==> config.mk <==
export PLATFORM = sky130hd
export DESIGN_NAME = bcd_alu_seq_flat
export DESIGN_NICKNAME = d
export VERILOG_FILES = /design/src/rtl/bcd_alu_seq_if.sv /design/src/rtl/bcd_alu_seq.sv /design/src/flat_wrapper.sv
export SDC_FILE = /design/constraint.sdc
export NUM_CORES = 1
export LEC_CHECK = 0
export BUFFER_PORTS_ARGS = -buffer_cell sky130_fd_sc_hd__buf_2
export CORE_MARGIN = 4
export CORE_UTILIZATION = 60
export DETAILED_ROUTE_END_ITERATION = 7
export GPL_TIMING_DRIVEN = 0
export PLACE_DENSITY = 0.79
export SETUP_SLACK_MARGIN = 0.02
export SLEW_MARGIN = 20
export SYNTH_ARGS = -nofsm -noshare
export SYNTH_HDL_FRONTEND = slang
export SYNTH_SLANG_ARGS = --single-unit
==> constraint.sdc <==
create_clock -name clk -period 9.8 [get_ports clk]
set_input_delay 0.49 -clock clk [delete_from_list [all_inputs] [get_ports clk]]
set_output_delay 0.49 -clock clk [all_outputs]
set_load 0.02 [all_outputs]
==> src/rtl/bcd_alu_seq_if.sv <==
// bcd_alu_seq_if: start/done request bundle for bcd_alu_seq; rem_bcd exists only with BCD_ALU_REM_EN
interface bcd_alu_seq_if #(parameter int DIGITS = 4);
  logic start;
  logic [4*DIGITS-1:0] num1_bcd;
  logic [4*DIGITS-1:0] num2_bcd;
  logic [1:0] operation;
  logic busy;
  logic done;
  logic [4*DIGITS-1:0] result;
  logic neg;
  logic ovf;
  logic err;
`ifdef BCD_ALU_REM_EN
  logic [4*DIGITS-1:0] rem_bcd;
  modport master (
    output start, num1_bcd, num2_bcd, operation,
    input  busy, done, result, neg, ovf, err, rem_bcd
  );
  modport slave (
    input  start, num1_bcd, num2_bcd, operation,
    output busy, done, result, neg, ovf, err, rem_bcd
  );
`else
  modport master (
    output start, num1_bcd, num2_bcd, operation,
    input  busy, done, result, neg, ovf, err
  );
  modport slave (
    input  start, num1_bcd, num2_bcd, operation,
    output busy, done, result, neg, ovf, err
  );
`endif
endinterface

==> src/rtl/bcd_alu_seq.sv <==
// bcd_alu_seq: digit-serial BCD add/sub/mul/div sequencer; BCD_ALU_REM_EN adds the rem_bcd output
module bcd_alu_seq #(
  parameter int DIGITS = 4
) (
  input logic clk,
  input logic rst,
  bcd_alu_seq_if.slave bus
);
  localparam int W = 4 * DIGITS;
  localparam int IW = DIGITS > 1 ? $clog2(DIGITS) : 1;
  localparam logic [IW-1:0] LAST = IW'(DIGITS - 1);
  localparam logic [1:0] OP_ADD = 2'd0, OP_SUB = 2'd1, OP_MUL = 2'd2, OP_DIV = 2'd3;
  typedef enum logic [2:0] {IDLE, CHECK, DIG, DCMP, FIN} state_t;
  state_t state_q, state_d;
  logic [1:0] op_q, op_d;
  logic [IW-1:0] idx_q, idx_d;
  logic c_q, c_d, neg_q, neg_d, ovf_q, ovf_d, err_q, err_d;
  logic [W-1:0] a_q, a_d, b_q, b_d, acc_q, acc_d, cnt_q, cnt_d;
  logic [W-1:0] quot_q, quot_d, rem_q, rem_d, tmp_q, tmp_d, result_q, result_d;
  logic [W-1:0] x_w, y_w, full_w, cnt_dec;
  logic [3:0] xd, yd, dig_w;
  logic [4:0] sum_w;
  logic sub_w, cout_w;
`ifdef BCD_ALU_REM_EN
  logic [W-1:0] rem_bcd_q, rem_bcd_d;
  assign bus.rem_bcd = rem_bcd_q;
`endif
  function automatic logic bad_bcd(input logic [W-1:0] v);
    bad_bcd = 1'b0;
    for (int i = 0; i < DIGITS; i++) bad_bcd = bad_bcd | (v[4*i +: 4] > 4'd9);
  endfunction
  function automatic logic [W-1:0] bcd_step(input logic [W-1:0] v, input logic up);
    logic go, wrap;
    bcd_step = v;
    go = 1'b1;
    for (int i = 0; i < DIGITS; i++) begin
      wrap = up ? (v[4*i +: 4] == 4'd9) : (v[4*i +: 4] == 4'd0);
      if (go) bcd_step[4*i +: 4] = wrap ? (up ? 4'd0 : 4'd9) : (up ? v[4*i +: 4] + 4'd1 : v[4*i +: 4] - 4'd1);
      go = go & wrap;
    end
  endfunction
  // the shared digit unit: mul accumulates A into acc, div subtracts B from rem
  assign sub_w = (op_q == OP_SUB) || (op_q == OP_DIV);
  assign x_w = op_q == OP_MUL ? acc_q : op_q == OP_DIV ? rem_q : a_q;
  assign y_w = op_q == OP_MUL ? a_q : b_q;
  assign xd = x_w[4*idx_q +: 4];
  assign yd = y_w[4*idx_q +: 4];
  assign sum_w = sub_w ? {1'b0, xd} - {1'b0, yd} - {4'b0, c_q} : {1'b0, xd} + {1'b0, yd} + {4'b0, c_q};
  assign cout_w = sub_w ? sum_w[4] : (sum_w > 5'd9);
  assign dig_w = sum_w[3:0] + (cout_w ? (sub_w ? 4'd10 : 4'd6) : 4'd0);
  assign cnt_dec = bcd_step(cnt_q, 1'b0);
  always_comb begin
    full_w = tmp_q;
    full_w[4*idx_q +: 4] = dig_w;
  end
  always_comb begin
    state_d = state_q;
    op_d = op_q;
    idx_d = idx_q;
    c_d = c_q;
    neg_d = neg_q;
    ovf_d = ovf_q;
    err_d = err_q;
    a_d = a_q;
    b_d = b_q;
    acc_d = acc_q;
    cnt_d = cnt_q;
    quot_d = quot_q;
    rem_d = rem_q;
    tmp_d = tmp_q;
    result_d = result_q;
`ifdef BCD_ALU_REM_EN
    rem_bcd_d = rem_bcd_q;
`endif
    case (state_q)
      IDLE: if (bus.start) begin
        a_d = bus.num1_bcd;
        b_d = bus.num2_bcd;
        op_d = bus.operation;
        neg_d = 1'b0;
        ovf_d = 1'b0;
        err_d = 1'b0;
        result_d = '0;
`ifdef BCD_ALU_REM_EN
        rem_bcd_d = '0;
`endif
        state_d = CHECK;
      end
      CHECK: begin
        idx_d = '0;
        c_d = 1'b0;
        acc_d = '0;
        cnt_d = b_q;
        quot_d = '0;
        rem_d = a_q;
        state_d = DIG;
        if (bad_bcd(a_q) || bad_bcd(b_q)) begin
          err_d = 1'b1;
          state_d = FIN;
        end else if (op_q[1] && b_q == '0) begin
          err_d = op_q[0];
          state_d = FIN;
        end else if (op_q == OP_DIV) state_d = DCMP;
        else if (op_q == OP_SUB && a_q < b_q) begin
          a_d = b_q;
          b_d = a_q;
          neg_d = 1'b1;
        end
      end
      DIG: begin
        tmp_d = full_w;
        c_d = cout_w;
        idx_d = idx_q + 1'b1;
        if (idx_q == LAST) begin
          idx_d = '0;
          c_d = 1'b0;
          if (op_q == OP_DIV) begin
            rem_d = full_w;
            quot_d = bcd_step(quot_q, 1'b1);
            state_d = DCMP;
          end else if (op_q == OP_MUL) begin
            acc_d = full_w;
            cnt_d = cnt_dec;
            ovf_d = ovf_q | cout_w;
            result_d = cnt_dec == '0 ? full_w : result_q;
            state_d = cnt_dec == '0 ? FIN : DIG;
          end else begin
            result_d = full_w;
            ovf_d = (op_q == OP_ADD) & cout_w;
            state_d = FIN;
          end
        end
      end
      DCMP: if (rem_q < b_q) begin
        result_d = quot_q;
`ifdef BCD_ALU_REM_EN
        rem_bcd_d = rem_q;
`endif
        state_d = FIN;
      end else state_d = DIG;
      default: state_d = IDLE;
    endcase
  end
  always_ff @(posedge clk) begin
    if (!rst) begin
      state_q <= IDLE;
      op_q <= '0;
      idx_q <= '0;
      c_q <= 1'b0;
      neg_q <= 1'b0;
      ovf_q <= 1'b0;
      err_q <= 1'b0;
      a_q <= '0;
      b_q <= '0;
      acc_q <= '0;
      cnt_q <= '0;
      quot_q <= '0;
      rem_q <= '0;
      tmp_q <= '0;
      result_q <= '0;
`ifdef BCD_ALU_REM_EN
      rem_bcd_q <= '0;
`endif
    end else begin
      state_q <= state_d;
      op_q <= op_d;
      idx_q <= idx_d;
      c_q <= c_d;
      neg_q <= neg_d;
      ovf_q <= ovf_d;
      err_q <= err_d;
      a_q <= a_d;
      b_q <= b_d;
      acc_q <= acc_d;
      cnt_q <= cnt_d;
      quot_q <= quot_d;
      rem_q <= rem_d;
      tmp_q <= tmp_d;
      result_q <= result_d;
`ifdef BCD_ALU_REM_EN
      rem_bcd_q <= rem_bcd_d;
`endif
    end
  end
  assign bus.busy = state_q != IDLE;
  assign bus.done = state_q == FIN;
  assign bus.result = result_q;
  assign bus.neg = neg_q;
  assign bus.ovf = ovf_q;
  assign bus.err = err_q;
endmodule

==> src/flat_wrapper.sv <==
// flat-port wrapper written by rule: the top's interface ports become plain ports
module bcd_alu_seq_flat 
#(
  parameter int DIGITS = 4
)
  (clk, rst, bus_start, bus_num1_bcd, bus_num2_bcd, bus_operation, bus_busy, bus_done, bus_result, bus_neg, bus_ovf, bus_err);
  bcd_alu_seq_if #(.DIGITS(DIGITS)) bus_i ();
  input logic clk;
  input logic rst;
  input wire logic [$bits(bus_i.start)-1:0] bus_start;
  input wire logic [$bits(bus_i.num1_bcd)-1:0] bus_num1_bcd;
  input wire logic [$bits(bus_i.num2_bcd)-1:0] bus_num2_bcd;
  input wire logic [$bits(bus_i.operation)-1:0] bus_operation;
  output wire logic [$bits(bus_i.busy)-1:0] bus_busy;
  output wire logic [$bits(bus_i.done)-1:0] bus_done;
  output wire logic [$bits(bus_i.result)-1:0] bus_result;
  output wire logic [$bits(bus_i.neg)-1:0] bus_neg;
  output wire logic [$bits(bus_i.ovf)-1:0] bus_ovf;
  output wire logic [$bits(bus_i.err)-1:0] bus_err;
  assign bus_i.start = bus_start;
  assign bus_i.num1_bcd = bus_num1_bcd;
  assign bus_i.num2_bcd = bus_num2_bcd;
  assign bus_i.operation = bus_operation;
  assign bus_busy = bus_i.busy;
  assign bus_done = bus_i.done;
  assign bus_result = bus_i.result;
  assign bus_neg = bus_i.neg;
  assign bus_ovf = bus_i.ovf;
  assign bus_err = bus_i.err;
  bcd_alu_seq #(.DIGITS(DIGITS)) u_core (.clk(clk), .rst(rst), .bus(bus_i));
endmodule
### Word level (Yosys, flattened, before mapping)

Cells that the tools add are included.

* register bits: 139
* logic and storage cells: 197

* $add $sub $neg: 15
* muxes and demuxes: 82
* reduce and logical (&&, ||, !) cells: 28
* equal/unequal tests: 27
* bitwise logic cells: 12
* shift operators: 4
* $lt $le $gt $ge: 11

Operator list (number)
* 16-bit two-way mux: 29
* 16-bit one-hot mux with 2 select lines: 6
* 4-bit two-way mux: 16
* 16-bit one-hot mux with 3 select lines: 1
* 4-bit negation with 34-bit output: 1
* 4-bit by 34-bit variable shift with 16-bit output, first input constant: 1
* 4-bit by 34-bit indexed part select with 16-bit output: 1
* 4-bit greater-than comparator, second input constant: 8
* 16-bit zero test: 2
* 16-bit < comparator: 2
* 16-bit by 5-bit indexed part select with 4-bit output: 2
* 3-bit two-way mux: 8
* 4-bit AND reduction: 5
* 4-bit by 1-bit adder with 4-bit output, second input constant: 4
* 16-bit bitwise mux: 1
* 4-bit == test, second input constant: 4
* 4-bit zero test: 4
* 2-bit by 1-bit inequality test with 1-bit output, second input constant: 8
* 4-bit by 1-bit subtractor with 4-bit output, second input constant: 4
* 1-bit two-way mux: 13
* 3-bit one-hot mux with 4 select lines: 1
* 6-bit AND reduction: 2
* 2-bit inequality test, second input constant: 5
* 1-bit one-hot mux with 2 select lines: 4
* 27 further kinds: 47

### Logic depth before layout (Yosys ltp)

Gate-level depths: netlist of the first run.

* word-level depth: 18
* depth in mapped cells: 22

### Worst setup path after synthesis of the first run

OpenSTA, ideal clock, no wires.

* kind: flip-flop to flip-flop
* from: register u_core.idx_q[0]
* to: register u_core.acc_q[15]
* slack: 4.996 ns
* buffers on the path: 3
* required time: 9.727 ns
* cell stages (with the launch flop): 20
* arrival: 4.731 ns
* clock period less this slack: 4.804 ns
* path through: dfxtp_1 > buf_6 > buf_8 > clkbuf_1 > mux2i_1 > mux4_2 > a21oi_1 > ha_1 > or2_2 > fa_1 > mux2_2 > nor2_1 > nor3_1 > nor4_1 > a21oi_1 > ha_1 > fa_1 > xnor2_2 > or3_4 > o22ai_2

* word-level cells in the longest chain between the ends: 14

Ends and longest elaborated chain
* start, declared: line bcd_alu_seq.sv:16 `logic [IW-1:0] idx_q, idx_d;`
* start signal, assigned: line bcd_alu_seq.sv:167 `idx_q <= idx_d;`
* 16-bit by 5-bit indexed part select with 4-bit output (on tied branches): line bcd_alu_seq.sv:46, bcd_alu_seq.sv:47
* 4-bit by 4-bit adder with 5-bit output or 4-bit by 4-bit subtractor with 5-bit output (tied branches): line bcd_alu_seq.sv:48 `assign sum_w = sub_w ? {1'b0, xd} - {1'b0, yd} - {4'b0, c_q} : {1'b0, xd} + {1'b0, yd} + {4'b0, c_q};`
* 5-bit by 1-bit adder with 5-bit output or 5-bit by 1-bit subtractor with 5-bit output (tied branches): line bcd_alu_seq.sv:48
* 5-bit two-way mux: line bcd_alu_seq.sv:48
* 5-bit by 4-bit greater-than comparator with 1-bit output: line bcd_alu_seq.sv:49 `assign cout_w = sub_w ? sum_w[4] : (sum_w > 5'd9);`
* 1-bit two-way mux: line bcd_alu_seq.sv:49
* 4-bit two-way mux: line bcd_alu_seq.sv:50 `assign dig_w = sum_w[3:0] + (cout_w ? (sub_w ? 4'd10 : 4'd6) : 4'd0);`
* 4-bit adder: line bcd_alu_seq.sv:50
* 4-bit by 34-bit indexed part select with 16-bit output: line bcd_alu_seq.sv:54 `full_w[4*idx_q +: 4] = dig_w;`
* 16-bit bitwise mux: line bcd_alu_seq.sv:54
* 16-bit two-way mux: line bcd_alu_seq.sv:121 `end else if (op_q == OP_MUL) begin`
* 16-bit two-way mux: line bcd_alu_seq.sv:117 `if (op_q == OP_DIV) begin`
* 16-bit two-way mux: line bcd_alu_seq.sv:114 `if (idx_q == LAST) begin`
* 16-bit one-hot mux with 2 select lines: line bcd_alu_seq.sv:75 `case (state_q)`
* end signal, assigned: line bcd_alu_seq.sv:155 `acc_q <= '0;`
* end signal, assigned: line bcd_alu_seq.sv:174 `acc_q <= acc_d;`
* end, declared: line bcd_alu_seq.sv:18 `logic [W-1:0] a_q, a_d, b_q, b_d, acc_q, acc_d, cnt_q, cnt_d;`

Several ways; a longest one is shown, not always the timed one. The select of a mux whose other input is x is not followed.
A chain may end at the register's enable or synchronous reset.

### Worst setup path after layout of the first run

* from: register u_core.idx_q[0]
* to: register u_core.result_q[6], in the netlist u_core.bus.result[6]

* word-level cells in the longest chain between the ends: 15

Ends and longest elaborated chain
* 16-bit by 5-bit indexed part select with 4-bit output (on tied branches): line bcd_alu_seq.sv:46, bcd_alu_seq.sv:47
* 4-bit by 4-bit adder with 5-bit output or 4-bit by 4-bit subtractor with 5-bit output (tied branches): line bcd_alu_seq.sv:48
* 5-bit by 1-bit adder with 5-bit output or 5-bit by 1-bit subtractor with 5-bit output (tied branches): line bcd_alu_seq.sv:48
* 5-bit two-way mux: line bcd_alu_seq.sv:48
* 5-bit by 4-bit greater-than comparator with 1-bit output: line bcd_alu_seq.sv:49
* 1-bit two-way mux: line bcd_alu_seq.sv:49
* 4-bit two-way mux: line bcd_alu_seq.sv:50
* 4-bit adder: line bcd_alu_seq.sv:50
* 4-bit by 34-bit indexed part select with 16-bit output: line bcd_alu_seq.sv:54
* 16-bit bitwise mux: line bcd_alu_seq.sv:54
* 16-bit two-way mux: line bcd_alu_seq.sv:125 `result_d = cnt_dec == '0 ? full_w : result_q;`
* 16-bit two-way mux: line bcd_alu_seq.sv:121
* 16-bit two-way mux: line bcd_alu_seq.sv:117
* 16-bit two-way mux: line bcd_alu_seq.sv:114
* 16-bit one-hot mux with 3 select lines: line bcd_alu_seq.sv:75
* end signal, assigned: line bcd_alu_seq.sv:179 `result_q <= result_d;`
* end, declared: line bcd_alu_seq.sv:19 `logic [W-1:0] quot_q, quot_d, rem_q, rem_d, tmp_q, tmp_d, result_q, result_d;`

Several ways; a longest one is shown, not always the timed one. The select of a mux whose other input is x is not followed.

==> metrics.md, run 1 <==
| Metric | Value |
|---|---|
| Status | finished clean |
| CP Class | flop to flop |
| DRC Markers | 0 |
| CTS resizes | 0 |
| Synth Area in Simple Gates | 18.9% |
| LEAKAGE | 3.76 nW |
| Vias in the first global route | 8028 |
| Internal power | 1.91 mW |
| Slew HR | 31.9% |
| # fillers | 1121 |
| Pre-antenna DRT Iters | 6 |
| CTS sink count | 139 |
| Distinct cells, synth | 70 |
| Unrepaired setup endpoints after global routing | no |
| Core Area | 13900 um2 |
| Final Max Tran Viols | 0 |
| Worst Skew | 0.0118 ns |
| Syn_area_per_cell | 8.30 um2 |
| Row cnt | 43 |
| Worst-Margin Slew | 1.01 ns |
| # Post-CTS Setup Buffers | 0 |
| CP cell instances | buf_6 > buf_8 > clkbuf_1 > mux2i_1 > mux4_2 > a21oi_1 > ha_1 > or2_2 > fa_1 > mux2_2 > nor2_1 > nor3_1 > nor4_1 > a21oi_1 > ha_1 > fa_1 > a21oi_1 > nor2_1 > a211oi_1 > nor3_1 |
| CTS Hold Bufs | 0 |
| Net Sw Power | 1.77 mW |
| Antenna violations before repair | 1 |
| Share of layout cells above drive strength 1 | 11.6% |
| Ys flop type | dfxtp_1 |
| R2R depth | 20 |
| Adder-cell share of the synthesized area | 9.00% |
| Mux contribution to synthesized area | 9.72% |
| Die ar. | 16200 um2 |
| Violation count after the first detailed-routing iteration | 1349 |
| First-pass GRT wire length | 44.3 mm |
| Post-layout minimum cycle time | 5.88 ns |
| Die width | 127 um |
| Highest Clock Rate | 170 MHz |
| Post-synthesis sequential area ratio | 32.6% |
| Post-synth net total | 1124 |
| Reg-to-Reg End | u_core.bus.result[6] |
| Post-synth ARST share | 0% |
| # setup viols final | 0 |
| Biggest cell delay along the critical path | 0.74 ns |
| Synth Register Bits | 139 |
| Crit. End Element | flop |
| DR WL/cell | 21.8 um |
| Worst Path Required | 10.15 ns |
| Main combinational cell family by area after synthesis | compound AO/OA/AOI/OAI gates |
| Most numerous cell in the Yosys netlist | dfxtp_1 |
| Via density | 6.52 |
| Top cells by count, synth | dfxtp_1 (139), nor2_1 (126), a21oi_1 (97) |
| Area delta synth->final | 13.3% |
| Number of diodes | 0 |
| Sw frac | 48.0% |
| Worst slack, placed | 4.11 ns |
| Synthesized instance count | 1028 |
| Synth Area in Compound Gates | 21.5% |
| Setup ws final | 3.92 ns |
| Clk root buf | clkbuf_16 |
| Multi-input logic area | 5200 um2 |
| TNS Setup | 0 ns |
| Worst-Skew Late Latency | 0.43 ns |
| Synth Area in XOR/XNOR | 1.79% |
| Top-area cell type share of the netlist area | 32.6% |
| Synth Cell Area | 8530 um2 |
| Max-cap viol count | 0 |
| Largest net degree at the start of global routing | 17 |
| IO Pins | 58 |
| Clk pwr share | 18.9% |
| Initial Utilization | 61.5% |
| Fin. Hold Viols | 0 |
| Worst vdd ir | 0.298 mV |
| Vias after detailed routing | 8451 |
| Bufs on Longest Clock Path | 2 |
| Routed wire length | 28.3 mm |
| Hpwl dp | 20.3 mm |
| Inserted Clock Buffers | 17 |
| Worst hold endpoint | u_core.op_q[0] |
| CTS H-tree lvls | 4 |
| Area leader, netlist | dfxtp_1 |
| Sequential Area | 2780 um2 |
| Pwr Density | 380 nW/um2 |
| Combinational power share | 54.2% |
| Final-stage net count | 1200 |
| Synth Warn # | 0 |
| Reg2Reg Setup Slack | 3.92 ns |
| Hold WC Path Type | primary input to flop |
| GPL Wtd Cong | 0.963 |
| TritonCTS clock tree | built |
| EDFF count, synth | 0 |
| Clock transition at path regs | 0.06 ns |
| Grt total ovfl | 0 |
| Flop pwr share | 26.9% |
| Critical-path top delay cell | fa_1 |
| CP arrival | 6.23 ns |
| Fin crit share | 60.0% |
| Reg2reg start | u_core.idx_q[0] |
| Die height | 127 um |
| Antenna Nets Post-Route | 0 |
| CP dominant cell by count | a21oi_1 |
| Hold Startpoint | bus_operation[0] |
| Max Fanout on Critical Path | 10 |
| Port Buf Inserts | 57 |
| Crit start category | flop |
| Top post-synthesis cells by area | dfxtp_1 (33%), ha_1 (8.1%), a21oi_1 (5.7%) |
| Hold path depth | 3 |
| Global Route Usage Sum | 35.3% |
[critical path: cells and delay by family (launching register included)]
| family | cells | cell delay [ns] |
|---|---|---|
| simple gates | 6 | 1.34 |
| fa+ha+maj | 4 | 1.60 |
| buf+inv | 3 | 0.92 |
| compound gates | 4 | 0.47 |
| flops | 1 | 0.60 |
| mux | 3 | 0.86 |
[per-stage QoR]
stage | hold WS, ns | std cells | cell area [um2] | power, mW | utilization [%]
detailed placement | 0.451 | 1265 | 9040 | 2.88 | 65.2
finish | 0.334 | 1297 | 9670 | 3.68 | 69.7
floorplan | 0.427 | 1028 | 8530 | 2.29 | -
CTS | 0.335 | 1297 | 9670 | 3.59 | 69.7
global route | 0.351 | 1297 | 9670 | 3.88 | 69.7
global placement | 0.437 | 1265 | 9040 | 2.85 | 65.2
[sequential cells by signal, summed over array words and instances (netlist names), 2 cells and up]
signal,count
u_core.rem_q,16
u_core.op_q,2
u_core.idx_q,2
u_core.cnt_q,16
u_core.state_q,3
u_core.tmp_q,16
u_core.b_q,16
u_core.quot_q,16
u_core.acc_q,16
u_core.a_q,16
u_core.bus.result,16
[placed cells by master, fill, tap and decap left out, types with 8 or more instances in the layout]
master	synthesis	layout
nand2_1	94	94
ha_1	55	55
buf_2	0	57
nor2b_1	20	20
a21o_1	14	14
a21oi_1	97	97
o211ai_1	10	10
dfxtp_1	139	139
nand4_1	14	14
xor2_1	8	8
nand3_1	16	16
inv_1	46	46
clkbuf_1	49	51
nand2b_1	10	10
a211oi_1	52	52
mux2i_1	45	45
o21ai_0	54	54
clkbuf_16	0	17
nor3_1	29	29
nor2_1	126	126
o22ai_1	11	11
mux4_2	11	11
clkbuf_8	9	9
[power groups by stage]
stage	Sequential (mW)	Combinational, mW	Clock [mW]
finish	0.989	1.99	0.697
global route	0.993	2.16	0.721
CTS	0.965	1.93	0.695
detailed placement	0.974	1.90	0
global placement	0.974	1.88	0
floorplan	0.879	1.41	0
[final cells by class]
class	instances	share of cell area, %
multi-input cells	777	53.8
clock buffers	19	4.48
well taps	180	2.33
clock inverters	13	2.01
inverters	47	1.82
plain buffers	65	3.88
repair buffers	57	2.95
flip-flops and latches	139	28.8
[routing by layer]
metal	wire length, um	track usage, %	share of wire [%]
met1	11300	47.7	40
met2	12400	52.7	44
met3	3440	10.7	12
met4	1130	14.4	4.0
met5	20	0	0.071
[cells by family after synthesis]
| kind of cell | after synthesis |
|---|---|
| compound gates | 290 |
| xor+xnor | 15 |
| fa+ha+maj | 59 |
| buf+inv | 112 |
| flops | 139 |
| mux | 65 |
| simple gates | 348 |
[how the worst max path moves through the flow]
stage / from / to / slack, ns / cells past startpoint
floorplan: u_core.idx_q[0] / u_core.acc_q[15] / 5.00 / 19
CTS: u_core.idx_q[0] / u_core.bus.result[6] / 4.07 / 20
global placement: u_core.idx_q[0] / u_core.bus.result[2] / 4.09 / 20
detailed placement: u_core.idx_q[0] / u_core.bus.result[2] / 4.11 / 20
global route: u_core.idx_q[0] / u_core.bus.result[2] / 3.51 / 20
finish: u_core.idx_q[0] / u_core.bus.result[6] / 3.92 / 20
Power figures use the tool's default switching activity.
==> inputs of run 2 (changes only) <==
Settings changed: CORE_UTILIZATION 60 to 56, PLACE_DENSITY 0.79 to 0.78.
Clock period 9.8 ns to 4.93 ns, I/O delays scaled along.
==> run 2 against run 1 <==
Against the previous run:
- sequential power up 98%
- combinational power up 110%
- highest routed layer is now met4
- cell count up 0.77%
- power up 100%
- utilization down 3.4 points
- clock power up 76%
- worst hold slack worse by 0.27 ns
- routed wire length up 1.8%
- clock skew down 0.0028 ns
- die area up 6.7%
==> metrics.md, run 2 (same netlist as run 1, synthesis figures left out) <==
| Metric | Value |
|---|---|
| Clk root buf | clkbuf_16 |
| Final Max Tran Viols | 0 (unchanged) |
| Largest net degree at the start of global routing | 17 (unchanged) |
| Total chip power | 7.40 mW (+100%) |
| Antenna Nets Post-Route | 0 (unchanged) |
| Row cnt | 44 (+2.3%) |
| Routed wire length | 28.8 mm (+1.8%) |
| Bufs on Longest Clock Path | 2 (unchanged) |
| Biggest cell delay along the critical path | 0.54 ns (-0.20 ns) |
| CTS H-tree lvls | 4 (unchanged) |
| Area delta synth->final | 14.5% |
| Number of diodes | 0 (unchanged) |
| Die ar. | 17300 um2 (+6.7%) |
| Pre-antenna DRT Iters | 8 (+2) |
| WP buf/inv | 3 (unchanged) |
| CP arrival | 5.09 ns (-1.14 ns) |
| Worst Path Required | 5.23 ns (-4.92 ns) |
| Uppermost layer routed | met4 |
| Max Fanout on Critical Path | 10 (unchanged) |
| Die height | 131 um (+3.3%) |
| Most frequent cells in the layout | dfxtp_1 (138), nor2_1 (120), nand2_1 (94) |
| Status | finished clean |
| Fin crit share | 97.3% (+37 points) |
| Critical path's top delay family | compound AO/OA/AOI/OAI gates |
| CP Class | flop to flop |
| Final-stage net count | 1207 (+0.58%) |
| TritonCTS clock tree | built |
| Core Area | 14800 um2 (+6.3%) |
| Vias after detailed routing | 8605 (+1.8%) |
| DR WL/cell | 22.1 um (+1.0%) |
| Metal1 wirelength | 11.5 mm (+1.3%) |
| Share of layout cells above drive strength 1 | 14.5% (+2.9 points) |
| Post-layout minimum cycle time | 4.80 ns (-1.08 ns) |
| Worst-Skew Late Latency | 0.43 ns (about the same) |
| Met2 wire len | 12.6 mm (+1.4%) |
| Vias in the first global route | 7946 (-1.0%) |
| Via density | 6.58 (+1.0%) |
| Antenna violations before repair | 0 (-1) |
| Slew HR | 34.6% (+2.7 points) |
| Port Buf Inserts | 57 (unchanged) |
| Inserted Clock Buffers | 17 (unchanged) |
| Grt total ovfl | 0 (unchanged) |
| Multi-input logic area | 5310 um2 (+2.0%) |
| Hpwl dp | 20.4 mm (+0.53%) |
| Fin. Hold Viols | 0 (unchanged) |
| Global Route Usage Sum | 32.6% (-2.7 points) |
| Max-cap viol count | 0 (unchanged) |
| GPL Wtd Cong | 0.957 (-0.58%) |
| Pwr Density | 758 nW/um2 (+99%) |
| Final instance area | 9770 um2 (+1.1%) |
| Hold WC Path Type | primary input to flop |
| Crit. End Element | flop |
| Sequential Area | 2790 um2 (+0.13%) |
| DRC Markers | 0 (unchanged) |
| DP Area | 9050 um2 (about the same) |
| CTS sink count | 139 (unchanged) |
| LEAKAGE | 3.78 nW (+0.54%) |
| IO Pins | 58 (unchanged) |
| Die width | 131 um (+3.3%) |
| Initial Utilization | 57.8% (-3.6 points) |
| Commonest non-fill, non-tap cell in the layout | dfxtp_1 |
| Clock transition at path regs | 0.06 ns (about the same) |
| # setup viols final | 0 (unchanged) |
| Critical-path top delay cell | fa_2 |
| Worst Skew | 0.00900 ns (-0.00282 ns) |
| First-pass GRT wire length | 44.6 mm (+0.64%) |
| Crit start category | flop |
| Highest Clock Rate | 208 MHz (+23%) |
| # fillers | 1221 (+8.9%) |
| CP cell instances | clkbuf_8 > clkbuf_8 > mux2_2 > mux4_2 > o21a_1 > ha_1 > inv_1 > a211o_1 > a31oi_1 > nor3_2 > nor4_2 > a21oi_2 > ha_2 > fa_2 > a21oi_2 > nor2_4 > a211oi_1 > nor3_1 |
| Worst-Margin Slew | 0.969 ns (-0.0395 ns) |
| Worst vdd ir | 0.785 mV (+160%) |
| Violation count after the first detailed-routing iteration | 1322 (-2.0%) |
| Met3 WL post-DR | 3.36 mm (-2.4%) |
| TNS Setup | 0 ns (unchanged) |
run 2: changes by cell type in the layout (fill, tap and decap cells not counted), sizes merged:
cell	before	now
buf	64	72
bufinv	4	1
inv	47	50
clkbuf	77	75
clkinv	9	7
clkinvlp	0	2
run 2: worst reg2reg max path, stage by stage, from the launching register on:
cell	delay (ns)
dfxtp_1	0.31
clkbuf_8	0.18
clkbuf_8	0.20
mux2_2	0.36
mux4_2	0.47
o21a_1	0.23
ha_1	0.45
inv_1	0.08
a211o_1	0.26
a31oi_1	0.30
nor3_2	0.09
nor4_2	0.25
a21oi_2	0.08
ha_2	0.19
fa_2	0.54
a21oi_2	0.21
nor2_4	0.09
a211oi_1	0.29
nor3_1	0.08
run 2: final cells by class:
type | instances | share of cell area, %
Multi-Input combinational cell | 777 | 54.3
Sequential cell | 139 | 28.5
Clock buffer | 18 | 4.39
Buffer | 65 | 3.97
Timing Repair Buffer | 64 | 3.46
Tap cell | 184 | 2.36
Inverter | 47 | 1.80
Clock inverter | 13 | 1.23
run 2: where the power goes:
| part | switching, mW | internal (mW) |
|---|---|---|
| Sequential | 0.525 | 1.43 |
| Combinational | 2.54 | 1.69 |
| Clock | 0.530 | 0.696 |
run 2: metrics by stage:
| step | instances | worst slack [ns] | util, % | hold WS (ns) |
|---|---|---|---|---|
| after detailed placement | 1269 | -0.803 | 61.3 | 0.443 |
| after global routing | 1307 | -0.0309 | 66.2 | 0.0805 |
| final | 1307 | 0.132 | 66.2 | 0.0659 |
| after floorplan | 1028 | 0.126 | - | 0.390 |
| after CTS | 1307 | 0.0228 | 65.9 | 0.0711 |
| after global placement | 1269 | -0.753 | 61.3 | 0.441 |
run 2: worst paths after layout:
path	startpoint	slack, ns	end	depth (start not counted)
max	u_core.op_q[0]	0.13	u_core.bus.result[2]	18
min reg2reg	u_core.bus.result[4]	0.45	u_core.bus.result[4]	2
max reg2reg	u_core.op_q[0]	0.13	u_core.bus.result[2]	18
min	bus_operation[0]	0.07	u_core.op_q[0]	3
run 2: what timing repair did:
item                       CTS  global route
gates cloned                 0             0
setup endpoints to repair   48            47
hold endpoints to repair     0             0
resized for setup           19            16
hold buffers                 0             0
pin swaps                    5             4
setup buffers                7             0
run 2: layer usage:
layer | up-vias | track usage (%)
li1 | 3877 | -
met1 | 3986 | 44.3
met2 | 597 | 49.9
met3 | 145 | 7.76
met4 | 0 | 13.5
met5 | - | 0
==> inputs of run 3 (changes only) <==
Clock period 4.93 ns to 4.2 ns, I/O delays scaled along.
==> run 3 against run 2 <==
Against the previous run:
- the run now ends with setup timing left
- first-iteration DRC count decreased by 13%
- worst setup slack lost 0.66 ns
- critical path type unchanged
- maximum frequency rose by 1.5%
==> metrics.md, run 3 (same netlist as run 1, synthesis figures left out) <==
| Metric | Value |
|---|---|
| IO Pins | 58 (unchanged) |
| DRC Markers | 0 (unchanged) |
| Max Fanout on Critical Path | 10 (unchanged) |
| CTS H-tree lvls | 4 (unchanged) |
| Vias in the first global route | 8100 (+1.9%) |
| Commonest non-fill, non-tap cell in the layout | dfxtp_1 |
| TNS Setup | -19.04 ns (-19.04 ns) |
| Grt total ovfl | 0 (unchanged) |
| Status | complete, but fails checks |
| Antenna Nets Post-Route | 0 (unchanged) |
| Highest Clock Rate | 212 MHz (+1.5%) |
| # setup viols final | 48 (+48) |
| Worst Path Required | 4.56 ns (-0.67 ns) |
| Final core utilization | 68.7% (+2.5 points) |
| CTS Hold Bufs | 0 (unchanged) |
| Area delta synth->final | 18.8% |
| Failing checks | setup timing |
| TritonCTS clock tree | built |
| CP Class | flop to flop |
| Row cnt | 44 (unchanged) |
| Core Area | 14800 um2 (unchanged) |
| Vias after detailed routing | 8768 (+1.9%) |
| Antenna violations before repair | 0 (unchanged) |
| Setup ws final | -0.528 ns (-0.660 ns) |
| Final Max Tran Viols | 0 (unchanged) |
| Worst-Skew Late Latency | 0.44 ns (about the same) |
| Worst vdd ir | 0.698 mV (-11%) |
| Worst Skew | 0.00889 ns (-0.000109 ns) |
| Most frequent cells in the layout | dfxtp_1 (138), nor2_1 (120), nand2_1 (91) |
| Pre-antenna DRT Iters | 6 (-2) |
| Clk root buf | clkbuf_16 |
| Inserted Clock Buffers | 17 (unchanged) |
| Number of diodes | 0 (unchanged) |
| LEAKAGE | 3.91 nW (+3.3%) |
| Bufs on Longest Clock Path | 2 (unchanged) |
| Initial Utilization | 57.8% (unchanged) |
| Global Route Usage Sum | 33.4% (+0.86 points) |
| Violation count after the first detailed-routing iteration | 1146 (-13%) |
| First-pass GRT wire length | 45.5 mm (+2.1%) |
| Hold WC Path Type | primary input to flop |
| Fin. Hold Viols | 0 (unchanged) |
| Die width | 131 um (unchanged) |
| Final-stage net count | 1219 (+0.99%) |
| Largest net degree at the start of global routing | 17 (unchanged) |
| Max-cap viol count | 0 (unchanged) |
| Routed wire length | 30.0 mm (+4.0%) |
| Clock transition at path regs | 0.06 ns (about the same) |
| Unrepaired setup endpoints after global routing | yes |
| Crit. End Element | flop |
| Fin crit share | 113% (+15 points) |
| CTS sink count | 139 (unchanged) |
| Worst-Margin Slew | 0.955 ns (-0.0134 ns) |
| Via density | 6.65 (+0.97%) |
| Post-layout minimum cycle time | 4.73 ns (-0.0701 ns) |
| Slew HR | 35.5% (+0.91 points) |
| DR WL/cell | 22.7 um (+3.1%) |
| Pwr Density | 948 nW/um2 (+25%) |
| GPL Wtd Cong | 0.944 (-1.4%) |
| Crit start category | flop |
| Die height | 131 um (unchanged) |
| Share of layout cells above drive strength 1 | 17.5% (+3.0 points) |
| Die ar. | 17300 um2 (unchanged) |
| Port Buf Inserts | 57 (unchanged) |
| Hpwl dp | 20.5 mm (+0.31%) |
| CP arrival | 5.09 ns (about the same) |
run 3: cell types whose count changed in the layout (fill, tap and decap cells not counted), sizes merged:
cell	delta
clkinv	+1
xnor2	+1
clkinvlp	-1
buf	+9
bufinv	+2
inv	-2
bufbuf	+1
clkbuf	+1
run 3: path summary, 6_finish.rpt:
path / from / endpoint / slack (ns) / cells past startpoint
worst max-delay path: u_core.op_q[0] / u_core.acc_q[15] / -0.53 / 17
worst min-delay path: bus_operation[1] / u_core.op_q[1] / 0.01 / 3
worst max register to register: u_core.op_q[0] / u_core.acc_q[15] / -0.53 / 17
worst min register to register: u_core.bus.result[4] / u_core.bus.result[4] / 0.45 / 2
run 3: stage by stage:
stage	hold slack (ns)	power, mW	area (um2)	setup WS [ns]	std cells
after global placement	0.440	6.82	9110	-0.956	1269
after floorplan	0.354	5.52	8590	-0.287	1028
final	0.0129	9.61	10100	-0.528	1319
after global routing	0.0597	10.1	10100	-0.684	1319
after CTS	0.00869	9.05	10000	-0.323	1315
after detailed placement	0.441	6.91	9110	-1.01	1269
run 3: layout make-up:
type	count	area, um2
fillers	1177	4620
multi-input cells	778	5480
inverters	47	176
clock inverters	13	169
flip-flops and latches	139	2790
repair buffers	75	465
plain buffers	65	404
clock buffers	18	429
well taps	184	230
run 3: timing repair:
action,4_1_cts,5_1_grt
setup buffers,13,4
cloned,2,0
pin swaps,18,12
gates resized for setup,38,20
setup endpoints to repair,48,48
run 3: worst max-delay path, cell delays in order (launching register included):
cell	delay [ns]
dfxtp_1	0.32
clkbuf_8	0.19
clkbuf_16	0.19
mux2_2	0.36
mux4_2	0.47
o21a_1	0.25
ha_4	0.34
inv_1	0.06
a211o_1	0.27
a31oi_2	0.26
nor3_2	0.09
nor4_2	0.35
buf_4	0.19
nor2_4	0.04
fa_2	0.44
xnor2_4	0.21
or3_4	0.46
o22ai_2	0.17
run 3: routing by layer:
metal | track usage, % | part of all wire [%] | wire (um)
met2 | 50.5 | 45 | 13400
met3 | 8.79 | 12 | 3540
met5 | 0 | 0 | 0
met1 | 44.9 | 39 | 11700
met4 | 15.5 | 4.7 | 1410
run 3: report_power, final:
| part | leakage (nW) | total, mW | switching (mW) | internal, mW |
|---|---|---|---|---|
| combinational | 2.48 | 5.74 | 3.31 | 2.43 |
| sequential | 1.13 | 2.31 | 0.630 | 1.68 |
| clock | 0.291 | 1.56 | 0.622 | 0.935 |
